### src/rtl/addsub_result_stage.sv
// Result stage for a 16-bit adder/subtractor: derives carry/borrow, zero,
// sign and signed-overflow flags and buffers them in a 2-entry FIFO.
module addsub_result_stage #(
    parameter int CNT_W = 8
) (
    input  logic             clk,
    input  logic             rst,
    input  logic             in_valid,
    output logic             in_ready,
    input  logic [15:0]      in_sum,
    input  logic             in_cout,
    input  logic             in_mode,
    input  logic             in_a_msb,
    input  logic             in_b_msb,
    output logic             out_valid,
    input  logic             out_ready,
    output logic [15:0]      out_sum,
    output logic             out_carry,
    output logic             out_zero,
    output logic             out_neg,
    output logic             out_of,
    input  logic             clr_count,
    output logic [CNT_W-1:0] ovf_count
);

    typedef struct packed {
        logic [15:0] sum;
        logic        carry;
        logic        zero;
        logic        neg;
        logic        of;
    } entry_t;

    localparam logic [CNT_W-1:0] CNT_MAX = '1;

    entry_t     mem [2];
    entry_t     in_ent;
    entry_t     head;
    logic       wr_ptr;
    logic       rd_ptr;
    logic [1:0] count;
    logic       push;
    logic       pop;

    // Flags are resolved at acceptance so the stored entry is self-contained.
    always_comb begin
        in_ent      = '0;
        in_ent.sum  = in_sum;
        in_ent.zero = (in_sum == 16'h0000);
        in_ent.neg  = in_sum[15];
        unique case (1'b1)
            in_mode: begin
                in_ent.carry = ~in_cout;
                in_ent.of    = (in_a_msb != in_b_msb) &&
                               (in_sum[15] != in_a_msb);
            end
            !in_mode: begin
                in_ent.carry = in_cout;
                in_ent.of    = (in_a_msb == in_b_msb) &&
                               (in_sum[15] != in_a_msb);
            end
        endcase
    end

    assign in_ready  = (count < 2'd2);
    assign out_valid = (count != 2'd0);
    assign push      = in_valid && in_ready;
    assign pop       = out_valid && out_ready;

    always_ff @(posedge clk) begin
        if (rst) begin
            count  <= 2'd0;
            wr_ptr <= 1'b0;
            rd_ptr <= 1'b0;
            mem[0] <= '0;
            mem[1] <= '0;
        end else begin
            if (push) begin
                mem[wr_ptr] <= in_ent;
                wr_ptr      <= ~wr_ptr;
            end
            if (pop) begin
                rd_ptr <= ~rd_ptr;
            end
            unique case ({push, pop})
                2'b10:   count <= count + 2'd1;
                2'b01:   count <= count - 2'd1;
                default: count <= count;
            endcase
        end
    end

    assign head      = mem[rd_ptr];
    assign out_sum   = head.sum;
    assign out_carry = head.carry;
    assign out_zero  = head.zero;
    assign out_neg   = head.neg;
    assign out_of    = head.of;

    // Clear wins over a same-cycle overflow push.
    always_ff @(posedge clk) begin
        if (rst) begin
            ovf_count <= '0;
        end else if (clr_count) begin
            ovf_count <= '0;
        end else if (push && in_ent.of && (ovf_count != CNT_MAX)) begin
            ovf_count <= ovf_count + 1'b1;
        end
    end

endmodule

### config.mk
export PLATFORM = sky130hd
export DESIGN_NAME = addsub_result_stage
export DESIGN_NICKNAME = d
export VERILOG_FILES = /design/src/rtl/addsub_result_stage.sv
export SDC_FILE = /design/constraint.sdc
export NUM_CORES = 1
export LEC_CHECK = 0
export ABC_AREA = 0
export CAP_MARGIN = 20
export CORE_UTILIZATION = 45
export CTS_CLUSTER_DIAMETER = 40
export DETAILED_ROUTE_END_ITERATION = 12
export PLACE_DENSITY = 0.83
export SLEW_MARGIN = 20
export SYNTH_ARGS = -nofsm -noshare
export SYNTH_HDL_FRONTEND = slang
export SYNTH_SLANG_ARGS = --single-unit
export TNS_END_PERCENT = 20
### constraint.sdc
create_clock -name clk -period 1.89 [get_ports clk]
set_input_delay 0.4725 -clock clk [delete_from_list [all_inputs] [get_ports clk]]
set_output_delay 0.4725 -clock clk [all_outputs]
set_load 0.1 [all_outputs]
==> impl_metrics.toml <==
[run_status]
outcome = "finished, final reports clean"

[floorplanning]
start_util_pct = 46.5
die_x_um = 74.5
ios = 55
rows = 26
dieArea_mm2 = 0.00554
fp.dieH_um = 74.5
core_mm2 = 0.00507

[route]
detail_route.vias_per_cell = 5.16
post_drt_wl_per_cell_um = 14.6
drc_errors = 0
final_antenna_net_count = 0
dr.pass1.iters = 4
finalWirelength_mm = 4.86
drtIter0Drc = 79
num_vias = 1712

[sta]
hold_viol = 0
slew_violations = 0
fmax_mhz = 541
rsz0062_at_grt = "yes"
fin_crit_ns = 1.85
setup_violations = 0
holdWs_ns = 0.513
worstMarginPinSlew_ns = 0.513
relSlewSlack_pct = 65.7
finClkSkew_ns = 0.00264
finalCritPeriodShare_pct = 97.9

[job]
max-cap-violations = 0

[grt]
grt.busiest_layer = "met2"
track_usage_pct = 19.2
grtUsageMet2_pct = 34.2
use_met3_pct = 4.07
grt_overflow = 0
grt_pass1_vias = 1629
grt_max_degree = 20
gr-usage-met1_pct = 23.1
grt_pass1_wl_mm = 7.76
antenna_found_initial = 0

[clock_network]
postCtsSetupRepairBufs = 0
cts_sinks = 51
htree_levels = 2
clock_latency_ns = 0.30
max-clock-path-buffers = 2
cts_tree = "built"
cts_inserted_buffers = 5
clk_pin_slew_worst_paths_ns = 0.09
root_buffer = "clkbuf_8"

[place]
gp_congestion = 0.856
postPlaceCellArea_mm2 = 0.00342
dp_hpwl_mm = 3.51
dpl.cell_count = 323
numPortBuffers = 54

[critical_path]
path_class = "flip-flop to output pin"
critPathLaunchType = "flip-flop"
endpoint_kind = "output pin"
cp.arrival_ns = 1.38
crit_required_ns = 1.42
crit_path_max_fanout = 8

[finish]
stdcell_area_mm2 = 0.00354
drive_gt1_share_pct = 35.5
antenna_cells = 0
syn2layout_area_growth_pct = 49.8
fillers = 374
fin_util_pct = 69.7
final_cells = 332
nets = 288

[yosys]
synth_seq_cells = 51
yosysSeqAreaShare_pct = 59.3
synth_top_cell_by_area = "edfxtp_1"
synth.distinct_cells = 39
yosysMostFrequentCell = "edfxtp_1"
syn_inst = 188
synth.area.top_cells = "edfxtp_1 48%, dfxtp_1 11%, mux2_2 9.1%"
syn_nets = 215
netlist_area_mm2 = 0.00236
netlist.area_leader.share_pct = 48.3
synth_edf_count = 38
syn_avg_cell_area_um2 = 12.6
postSynth.asyncResetShare_pct = 0
synth-main-ff-cell = "edfxtp_1"
synth-warning-count = 0
yosys-top-cells-count = "38 x edfxtp_1, 33 x and2_1, 19 x mux2_2"

[pwr]
power_density_mw_per_mm2 = 1430
p_total_uw = 5060
leakagePower_uw = 0.00137
ir_drop_v = 0.00103

[hold_path]
min_path_type = "flip-flop to flip-flop"
==> repair_timing <==
item / 4_1_cts / 5_1_grt
resized for setup: 7 / 4
hold buffers: 0 / 0
pin swaps: 0 / 2
gates cloned: 1 / 0
endpoints found under the hold margin: 0 / 0
endpoints found under the setup margin: 24 / 36
==> worst paths after layout <==
| check | from | end | slack [ns] | cells past startpoint |
|---|---|---|---|---|
| worst max register to register | count[1] | count[1] | 0.17 | 5 |
| worst min register to register | ovf_count[5] | ovf_count[5] | 0.51 | 2 |
| worst max-delay path | flip-flop | out_sum[1] | 0.04 | 3 |
| worst min-delay path | ovf_count[5] | ovf_count[5] | 0.51 | 2 |
==> per-layer routing <==
metal / share of wire (%) / up-vias / wire (µm)
met3: 4.2 / 6 / 203
met5: 0 / - / 0
met2: 52 / 52 / 2520
met1: 43 / 815 / 2090
met4: 1.1 / 0 / 55
li1: - / 839 / -
==> cell families after synthesis <==
logic type                 Yosys count  share of synthesized area, %
DFF                                 51                          59.3
adders and majority gates            2                          1.06
buffers and inverters               11                          2.12
and+or+nand+nor                     79                          20.2
AOI/OAI and AO/OA                   18                          4.87
xor gates and xnor gates             6                          2.54
muxes                               21                          9.90
==> stage by stage <==
step,worst slack [ns],setup TNS [ns]
after floorplan,-0.0733,-2.84
after global placement,-0.320,-12.57
after detailed placement,-0.336,-13.50
after CTS,0.00860,0
after global routing,-0.00795,-0.0161
final,0.0405,0
==> layout make-up <==
type	instances	area [µm²]	area share, %
clock buffer	6	72.6	2.05
clock inverter	2	12.5	0.353
inverter	3	11.3	0.318
multi-input combinational	126	925	26.1
sequential	51	1410	39.9
tap	70	87.6	2.47
timing repair buffer	74	1020	28.7
==> registers in the layout (all words and copies together), names as in the netlist, named ones only <==
name / flops
mem: 38
ovf_count: 8
count: 2
rd_ptr: 1
wr_ptr: 1
==> critical path: stages, from the launching register on <==
cell and delay (ns):
dfxtp_4 0.38, buf_6 0.15, mux2_2 0.37, buf_12 0.17
==> cells in the final DEF (no fill, tap or decap), types with 4 or more instances in the layout <==
| master | instances |
|---|---|
| edfxtp_1 | 38 |
| and2_1 | 33 |
| buf_12 | 31 |
| clkdlybuf4s50_1 | 20 |
| mux2_2 | 18 |
| buf_4 | 17 |
| nor2_1 | 12 |
| dfxtp_2 | 7 |
| nor4_1 | 6 |
| a21oi_1 | 6 |
| or3_1 | 5 |
| clkbuf_8 | 5 |
| dfxtp_1 | 5 |
| nand2_1 | 4 |
==> where the power goes <==
| group | internal, µW | switching [µW] | leakage (µW) | total (µW) |
|---|---|---|---|---|
| Sequential | 1410 | 82.1 | 0.000513 | 1490 |
| Combinational | 1120 | 1850 | 0.000817 | 2970 |
| Clock | 259 | 342 | 0.0000412 | 601 |
| Total | 2790 | 2270 | 0.00137 | 5060 |
No activity file was read; power rests on OpenSTA's default activity.
